==> src/rtl/interrupt_ctrl.sv <==
// rtl/interrupt_ctrl.sv - two-source interrupt controller sequencing fetch interrupt entry and return
// Edge-detects key/eth requests, arbitrates eth-first, issues one pulse per take, tracks the handler until rti.
module interrupt_ctrl (
    input  logic       clk,
    input  logic       rst,
    input  logic       key_req,
    input  logic       eth_req,
    input  logic       int_en,
    input  logic [1:0] mask,
    input  logic       branch,
    input  logic       hold,
    input  logic       rti,
    output logic       interrupt_key,
    output logic       interrupt_eth,
    output logic       in_isr,
    output logic [1:0] active_src,
    output logic [1:0] pending,
    output logic       spurious_rti
);

    typedef enum logic [1:0] {
        S_IDLE    = 2'd0,
        S_ISSUE   = 2'd1,
        S_SERVICE = 2'd2,
        S_DRAIN   = 2'd3
    } state_t;

    state_t     r_state;
    state_t     w_next;
    logic [1:0] r_prev_req;
    logic [1:0] r_pending;
    logic [1:0] r_active;
    logic       r_spurious;
    logic [1:0] w_req;
    logic [1:0] w_event;
    logic [1:0] w_eligible;
    logic [1:0] w_winner;
    logic [1:0] w_clr;
    logic       w_take;

    assign w_req      = {eth_req, key_req};
    assign w_event    = w_req & ~r_prev_req;
    assign w_eligible = r_pending & ~mask;
    assign w_take     = (r_state == S_IDLE) & int_en & (|w_eligible) & ~branch & ~hold & ~rti;
    assign w_winner   = w_eligible[1] ? 2'b10 : 2'b01;
    assign w_clr      = w_take ? w_winner : 2'b00;

    always_ff @(posedge clk) begin
        if (rst) begin
            r_state <= S_IDLE;
        end else begin
            r_state <= w_next;
        end
    end

    always_comb begin
        w_next = r_state;
        case (r_state)
            S_IDLE:    if (w_take) w_next = S_ISSUE;
            S_ISSUE:   w_next = S_SERVICE;
            S_SERVICE: if (rti) w_next = S_DRAIN;
            S_DRAIN:   w_next = S_IDLE;
            default:   w_next = S_IDLE;
        endcase
    end

    // Reset loads prev_req from the live request so a level held across reset is not an event.
    always_ff @(posedge clk) begin
        if (rst) begin
            r_prev_req <= w_req;
            r_pending  <= 2'b00;
            r_active   <= 2'b00;
            r_spurious <= 1'b0;
        end else begin
            r_prev_req <= w_req;
            r_pending  <= (r_pending & ~w_clr) | w_event;
            if (w_take) begin
                r_active <= w_winner;
            end else if (r_state == S_DRAIN) begin
                r_active <= 2'b00;
            end
            if (rti && (r_state != S_SERVICE)) begin
                r_spurious <= 1'b1;
            end
        end
    end

    always_comb begin
        interrupt_key = (r_state == S_ISSUE) & r_active[0];
        interrupt_eth = (r_state == S_ISSUE) & r_active[1];
        in_isr        = (r_state != S_IDLE);
        active_src    = r_active;
        pending       = r_pending;
        spurious_rti  = r_spurious;
    end

endmodule

==> config.mk <==
export PLATFORM = sky130hd
export DESIGN_NAME = interrupt_ctrl
export DESIGN_NICKNAME = d
export VERILOG_FILES = /design/src/rtl/interrupt_ctrl.sv
export SDC_FILE = /design/constraint.sdc
export NUM_CORES = 1
export LEC_CHECK = 0
export CORE_AREA = 2 2 39 41
export DETAILED_ROUTE_END_ITERATION = 10
export DIE_AREA = 0 0 41 43
export PLACE_DENSITY_LB_ADDON = 0.1
export RECOVER_POWER = 25
export SLEW_MARGIN = 0
export SYNTH_ARGS = -nofsm -noshare
export SYNTH_HDL_FRONTEND = slang
export SYNTH_SLANG_ARGS = --single-unit
==> constraint.sdc <==
create_clock -name clk -period 1.5 [get_ports clk]
set_input_delay 0.3 -clock clk [delete_from_list [all_inputs] [get_ports clk]]
set_output_delay 0.3 -clock clk [all_outputs]
set_load 0.01 [all_outputs]
==> results of run 1 <==
==> what timing repair did <==
action | in CTS | in global routing
gates resized for setup | 10 | 13
pin swaps | 0 | 2
hold endpoints to repair | 0 | 0
endpoints found under the setup margin | 3 | 8
==> power breakdown <==
group	switching [mW]	leakage [nW]	internal [mW]
Sequential	0.0182	0.0752	0.270
Combinational	0.142	0.254	0.173
Clock	0.0906	0.0150	0.103
==> state kept, by name, indices dropped and copies added (netlist names) <==
register / cells
active_src: 2
pending: 2
r_prev_req: 2
r_state: 2
spurious_rti: 1
==> layer usage <==
metal	part of all wire [%]	track usage, %
met1	44	16.7
met3	5.2	3.14
met4	0.66	6.00
met2	49	21.3
met5	0	0
==> logic make-up after synthesis <==
logic type | after synthesis | share of synthesized area [%]
AO/OA/AOI/OAI | 14 | 19.9
flip-flops | 9 | 38.7
adder cells (fa/ha/maj) | 5 | 13.4
buffers and inverters | 5 | 4.03
AND/OR/NAND/NOR | 15 | 23.9
==> Yosys cell counts <==
cell,count
ha_1,5
o21ai_0,2
a31oi_1,1
nand4b_1,1
nand3_1,1
nand3b_1,1
dfxtp_1,9
o311ai_0,1
o21ai_2,1
nand2b_1,2
nor4b_4,1
o211a_1,1
and2_1,2
o211ai_1,1
o31ai_1,1
nand2_1,1
a21oi_1,5
a211o_1,1
nor2b_1,3
nor2_1,1
nor4b_1,1
inv_1,5
nand4_1,1
==> final cells by class <==
class,count,area share (%)
Sequential cell,9,24.3
Clock buffer,4,3.49
Timing Repair Buffer,26,30.6
Multi-Input combinational cell,34,36.4
Inverter,5,2.50
Tap cell,16,2.66
==> worst paths after layout <==
kind                 startpoint       endpoint  cells past startpoint
hold reg to reg   r_prev_req[1]     pending[1]                      2
setup / recovery  active_src[1]  active_src[1]                      1
setup reg to reg     r_state[0]     r_state[1]                      7
hold / removal             hold  active_src[1]                      4
==> results.ini, run 1 <==
[clock_network]
clock_latency_ps=260
cts_root_buf=clkbuf_4
cts_hold_buf=0
clk_pin_slew_ps=60
cts_tree=built
cts_made_buffers=3
post_cts_buffers=0
clockBufferDepth=2
htreeDepth=1
cts_sinks=9

[sta]
finClkSkew_ps=7.26
hold_viol=0
worstMarginPinSlew_ps=400
setup_tns_ps=0
setup-violations-final=0
fin_crit_ps=1440
fin_crit_sh_pct=96.0
relSlewSlack_pct=73.2
holdWs_ps=443
final.setup.worst_slack_ps=59.5
fmax_ghz=0.694
slew_viol_final=0
rsz0062_at_grt=no

[global_route]
grt_pass1_vias=396
grt_pass1_wl_um=1640
track_usage_pct=13.5
antenna_found_initial=0
grt.overflow.total=0
grt_max_degree=7

[final_layout]
final_cell_mix=buf_4, clkdlybuf4s50_1, dfxtp_1
synthToLayoutAreaGrowth_pct=61.6
regArea_um2=183
fin_cells=94
nets=94
final_common_cell=buf_4
postLayoutCellArea_um2=752
post-route-util_pct=54.3
multi_input_comb_area_um2=274
nFillCells=137
diodes=0
layout-drive-gt1-share_pct=29.5

[yosys]
yosys-top-cells-area=dfxtp_1, ha_1, a21oi_1
synth_cell_types=23
ys_warn_count=0
yosysSeqAreaShare_pct=38.7
netlist_instances=48
syn_area_um2=465
syn_nets=63
synth_top_area_cell=dfxtp_1
ys_ff_latch=9
netlist.area_leader.share_pct=38.7
synth_area_per_cell_um2=9.70

[worst_setup_path]
endpoint_kind=primary output
crit_type=reg2out
cp.arrival_ps=1140
crit_chain=clkdlybuf4s50_1
critPathBufInv=1
slowest_delay_ps=540
cp_slowest_cell=clkdlybuf4s50_1
crit_required_ps=1200
path_delay_family=buffers and inverters
cp-start-kind=register
crit_path_max_fanout=3
rrSetupSlack_ps=80

[die]
die_area_um2=1760
die_w_um=41
die_h_um=43
rows=14
io_pins=18
initial_core_util_pct=33.6
core_um2=1380

[place]
gp_congestion=0.744
place_inst=90
pre_cts_ws_ps=-243
hpwl_um=823
numPortBuffers=17
placed_cell_area_um2=723

[routing]
via_per_inst=4.83
avgRoutedWirePerCell_um=11.2
drc=0
antenna_left=0
postRouteWirelength_um=1060
drt_iter0_drc=6
drt_pass1_iterations=4
vias=454

[run_status]
status=completed

[pwr]
power_density_nw_per_um2=1060
power.total_mw=0.797
p_leak_nw=0.345
ir_drop_mv=0.527

[worst_hold_path]
min_path_type=in2reg

[run]
maxCapViolations=0

No activity file was read; power rests on OpenSTA's default activity.
==> run 2: changes to the inputs <==
- PLACE_DENSITY: not set -> 0.64
- PLACE_DENSITY_LB_ADDON: 0.1 -> not set
==> run 2 against run 1 <==
Sequential power barely moved. Wire length fell by 3.9%. Worst setup slack got worse by 12 ps. Die area did not move. Hold slack got worse by 14 ps. Clock power fell by 3%. Non-clock buffer count fell by 1. First-iteration DRC count fell by 50%. Clock-buffer cell count did not move. Combinational power barely moved. Critical path depth did not move.
==> results.ini, run 2 (synthesized netlist as in run 1, its figures left out) <==
[clock_network]
htreeDepth=1  ; unchanged
clock_latency_ps=260  ; about the same
cts_sinks=9  ; unchanged
cts_root_buf=clkbuf_4
cts_tree=built
clockBufferDepth=2  ; unchanged
post_cts_buffers=0  ; unchanged
cts_made_buffers=3  ; unchanged
cts_hold_buf=0  ; unchanged
clk_pin_slew_ps=60  ; about the same

[die]
io_pins=18  ; unchanged
initial_core_util_pct=33.6  ; unchanged
die_area_um2=1760  ; unchanged
die_h_um=43  ; unchanged
core_um2=1380  ; unchanged
rows=14  ; unchanged
die_w_um=41  ; unchanged

[run]
maxCapViolations=0  ; unchanged

[pwr]
ir_drop_mv=0.451  ; -14%
power_density_nw_per_um2=1060  ; +0.43%
power.total_mw=0.789  ; -0.91%
p_leak_nw=0.328  ; -4.9%

[place]
place_inst=89  ; -1.1%
numPortBuffers=17  ; unchanged
hpwl_um=818  ; -0.58%
gp_congestion=0.758  ; +2.0%
pre_cts_ws_ps=-249  ; -6.34 ps

[global_route]
antenna_found_initial=0  ; unchanged
grt.overflow.total=0  ; unchanged
grt_pass1_vias=434  ; +9.6%
grt_pass1_wl_um=1620  ; -0.86%
track_usage_pct=13.2  ; -0.32 points
grt_max_degree=7  ; unchanged

[worst_setup_path]
cp-start-kind=register
endpoint_kind=primary output
crit_chain=clkdlybuf4s50_1
crit_type=reg2out
slowest_delay_ps=540  ; about the same
crit_path_max_fanout=3  ; unchanged
cp.arrival_ps=1150  ; about the same
cp_slowest_cell=clkdlybuf4s50_1
path_delay_family=buffers and inverters
crit_required_ps=1200  ; about the same
critPathBufInv=1  ; unchanged

[final_layout]
final_cell_mix=clkdlybuf4s50_1, buf_4, dfxtp_1
synthToLayoutAreaGrowth_pct=59.4
post-route-util_pct=53.6  ; -0.72 points
final_common_cell=clkdlybuf4s50_1
nFillCells=142  ; +3.6%
fin_cells=93  ; -1.1%
nets=93  ; -1.1%
layout-drive-gt1-share_pct=26.0  ; -3.5 points
diodes=0  ; unchanged

[sta]
fin_crit_sh_pct=96.8  ; +0.78 points
finClkSkew_ps=2.80  ; -4.46 ps
setup-violations-final=0  ; unchanged
worstMarginPinSlew_ps=394  ; -6.83 ps
hold_viol=0  ; unchanged
fin_crit_ps=1450  ; +11.7 ps
final.setup.worst_slack_ps=47.8  ; -11.7 ps
fmax_ghz=0.689  ; -0.81%
relSlewSlack_pct=73.6  ; +0.46 points
setup_tns_ps=0  ; unchanged
slew_viol_final=0  ; unchanged
rsz0062_at_grt=no

[routing]
drt_iter0_drc=3  ; -3
drc=0  ; unchanged
antenna_left=0  ; unchanged
avgRoutedWirePerCell_um=10.9  ; -2.9%
vias=447  ; -1.5%
drt_pass1_iterations=4  ; unchanged
via_per_inst=4.81  ; -0.48%
postRouteWirelength_um=1010  ; -3.9%

[run_status]
status=completed

[worst_hold_path]
min_path_type=in2reg

==> run 2: worst paths after layout <==
path                            slack, ps  cells past startpoint     startpoint       endpoint
worst min register to register        480                      2  r_prev_req[1]     pending[1]
worst max-delay path                   50                      1  active_src[1]  active_src[1]
worst min-delay path                  430                      4           hold  active_src[1]
worst max register to register        120                      7     r_state[0]     r_state[1]
==> run 2: where the power goes <==
group,internal [mW],switching (mW),total (mW)
registers,0.270,0.0172,0.287
logic,0.170,0.146,0.315
clock network,0.102,0.0841,0.187
total,0.542,0.247,0.789
==> run 2: stage by stage <==
stage | hold slack [ps] | area, µm²
after floorplan | 328 | 465
after global placement | 456 | 716
after detailed placement | 474 | 716
after CTS | 483 | 744
after global routing | 460 | 742
final | 429 | 742
==> run 2: layout make-up <==
type | count | area (µm²) | area share, %
sequential | 9 | 183 | 24.6
timing repair buffer | 25 | 219 | 29.5
tap | 16 | 20.0 | 2.70
inverter | 5 | 18.8 | 2.53
multi-input combinational | 34 | 275 | 37.1
clock buffer | 4 | 26.3 | 3.54
==> run 2: routing by layer <==
layer | GRT usage (%) | routed length, µm | vias up
met4 | 6.00 | 21 | 0
met3 | 1.57 | 57 | 2
met2 | 22.2 | 514 | 14
met5 | 0 | 0 | -
met1 | 15.6 | 421 | 200
li1 | - | - | 231
==> run 2: timing repair <==
action	4_1_cts	5_1_grt
gates resized for setup	9	9
pin swaps	0	3
setup endpoints to repair	3	7
==> RTL edit (flow settings as in run 1) <==
Make the reset (`rst`) asynchronous in one clocked block.
--- a/src/rtl/interrupt_ctrl.sv
+++ b/src/rtl/interrupt_ctrl.sv
@@ -45,7 +45,7 @@
     assign w_winner   = w_eligible[1] ? 2'b10 : 2'b01;
     assign w_clr      = w_take ? w_winner : 2'b00;
 
-    always_ff @(posedge clk) begin
+    always_ff @(posedge clk or posedge rst) begin
         if (rst) begin
             r_state <= S_IDLE;
         end else begin
Check against the original RTL: differs if rst is asserted again (counterexample within 4 cycles, from zero or initial values and one cycle with rst high); with rst held inactive, the same outputs for 10 cycles.
==> RTL edit against run 1 <==
The flow now finishes with violations (negative setup slack); critical path type unchanged; highest routed layer is now met3; setup slack worse by 0.060 ns; global-route usage decreased by 0.91 points; synthesized area decreased by 1.1%; sequential cell count unchanged; count of clock-buffer cells in the layout decreased by 1; cell area increased by 14%; routed wire length decreased by 5.5%; final cell count up 4.3%.
Power is not compared: it rests on default switching activity, and its combinational part moved more than twofold at a synthesized area within 25%.
==> RTL edit: results (changes against run 1) <==
| Metric | Value |
|---|---|
| R2r setup slk | `0.07 ns` |
| Post-DP HPWL | `749 um (was 823 um)` |
| Post-synth top cells | `7 x dfxtp_1, 5 x ha_1, 5 x inv_1, 4 x a21oi_1 (was 9 x dfxtp_1, 5 x a21oi_1, 5 x ha_1, 5 x inv_1, 3 x nor2b_1)` |
| # port buffers | `17 (unchanged)` |
| Grt met1 use | `0.147 (was 0.167)` |
| Dpl cells | `88 (was 90)` |
| Yosys cell types | `21 (was 23)` |
| Via/cell ratio | `4.38 (was 4.83)` |
| RD Place Congestion | `0.720 (was 0.744)` |
| Peak supply drop | `0.000738 V` |
| R2R cell count | `6 (was 7)` |
| Sequential area share after synthesis | `0.413 (was 0.387)` |
| Hold Crit Class | `in2async (was in2reg)` |
| Share of cells above drive strength 1 | `0.415 (was 0.295)` |
| DRT Pass-1 Iters | `2 (was 4)` |
| Root buffer cell | `clkbuf_4 (unchanged)` |
| Fin worst setup slack | `-0.000255 ns (was 0.0595 ns)` |
| WHS | `0.359 ns (was 0.443 ns)` |
| Largest net degree at the start of global routing | `7 (unchanged)` |
| Layout fillers | `129 (was 137)` |
| Vias in the first global route | `408 (was 396)` |
| Gr usage total | `0.126 (was 0.135)` |
| Ys async rst share | `0.222 (was 0)` |
| Relative slew slack | `0.825 (was 0.732)` |
| First-pass GRT wire length | `1.55 mm (was 1.64 mm)` |
| Worst-Skew Late Latency | `0.26 ns (about the same)` |
| Total routed wirelength | `997 um (was 1.06 mm)` |
| Arr. time, crit path | `1.20 ns (was 1.14 ns)` |
| Switching power of the nets | `400 uW` |
| Met2 usage | `0.209 (was 0.213)` |
| Synth top area cells | `dfxtp_1 30%, ha_1 14%, dfrtp_1 11%, nor4b_4 5.2%, a21oi_1 4.3% (was dfxtp_1 39%, ha_1 13%, a21oi_1 5.4%, nor4b_4 5.1%, inv_1 4.0%)` |
| Crit path max fanout | `2 (was 3)` |
| Outcome | `finished with violations (was completed)` |
| Final nets | `98 (was 94)` |
| Skew final | `0.00640 ns (was 0.00726 ns)` |
| Syn nets | `60 (was 63)` |
| Violated checks | `negative setup slack` |
| Final setup fails | `1 (was 0)` |
| Grt met3 use | `0.0366 (was 0.0314)` |
| Mapped Cells | `45 (was 48)` |
| R2r endpoint | `r_state[1] (unchanged)` |
| Post-DR wirelength/cell | `10.2 um (was 11.2 um)` |
| R2R Path Start | `r_state[0] (unchanged)` |
| 1st-iter DRT viols | `3 (was 6)` |
[RTL edit: power groups by stage]
stage                     clock (mW)  combinational (mW)  sequential [mW]
after floorplan                    0               0.230            0.321
after global placement             0               0.480            0.310
after detailed placement           0               0.487            0.311
after CTS                      0.195               0.611            0.304
after global routing           0.215               0.783            0.313
final                          0.184               0.734            0.309
[RTL edit: final cells by class]
| type | count | area [um2] | share of cell area |
|---|---|---|---|
| Timing Repair Buffer | 33 | 303 | 0.353 |
| Inverter | 5 | 18.8 | 0.0219 |
| Sequential cell | 9 | 190 | 0.222 |
| Clock inverter | 1 | 5.00 | 0.00583 |
| Clock buffer | 3 | 22.5 | 0.0262 |
| Tap cell | 16 | 20.0 | 0.0233 |
| Multi-Input combinational cell | 31 | 299 | 0.348 |
[RTL edit: what timing repair did]
item                       4_1_cts  5_1_grt
setup endpoints to repair        4        6
buffers inserted                 2        4
gates resized for setup         16       13
pin swaps                        2        3
[RTL edit: kinds of logic (layout without fill, tap and decap cells)]
kind of cell	after synthesis	count (layout)	synth area share
AO/OA/AOI/OAI	11	11	0.174
adder cells (fa/ha/maj)	5	5	0.136
buffers and inverters	5	42	0.0408
flip-flops	9	9	0.413
multiplexers	1	1	0.0245
AND/OR/NAND/NOR	14	14	0.212
[RTL edit: metal layers]
layer	wire length, um	vias up
li1	-	230
met1	427	188
met2	513	11
met3	55	0
met4	0	0
met5	0	-
[RTL edit: how the worst max path moves through the flow]
stage,from,to,cells after the start
finish,r_state[0],interrupt_key,4
global route,r_state[0],interrupt_key,4
CTS,r_state[0],interrupt_key,4
detailed placement,branch,r_state[1],5
global placement,branch,r_state[1],5
floorplan,pending[1],r_state[1],4
[RTL edit: worst max-delay path: stages (launching register included)]
cell and delay [ns]:
dfrtp_1 0.40, buf_6 0.13, ha_4 0.15, and2_4 0.15, buf_6 0.11
[RTL edit: stage by stage]
stage | setup slack, ns | TNS, ns | utilization | instance area [um2]
finish | -0.000255 | -0.000255 | 0.620 | 858
global placement | -0.272 | -1.17 | 0.524 | 726
global route | -0.0453 | -0.0850 | 0.620 | 858
detailed placement | -0.311 | -1.31 | 0.524 | 726
floorplan | 0.114 | 0 | - | 460
CTS | -0.0107 | -0.0237 | 0.567 | 785
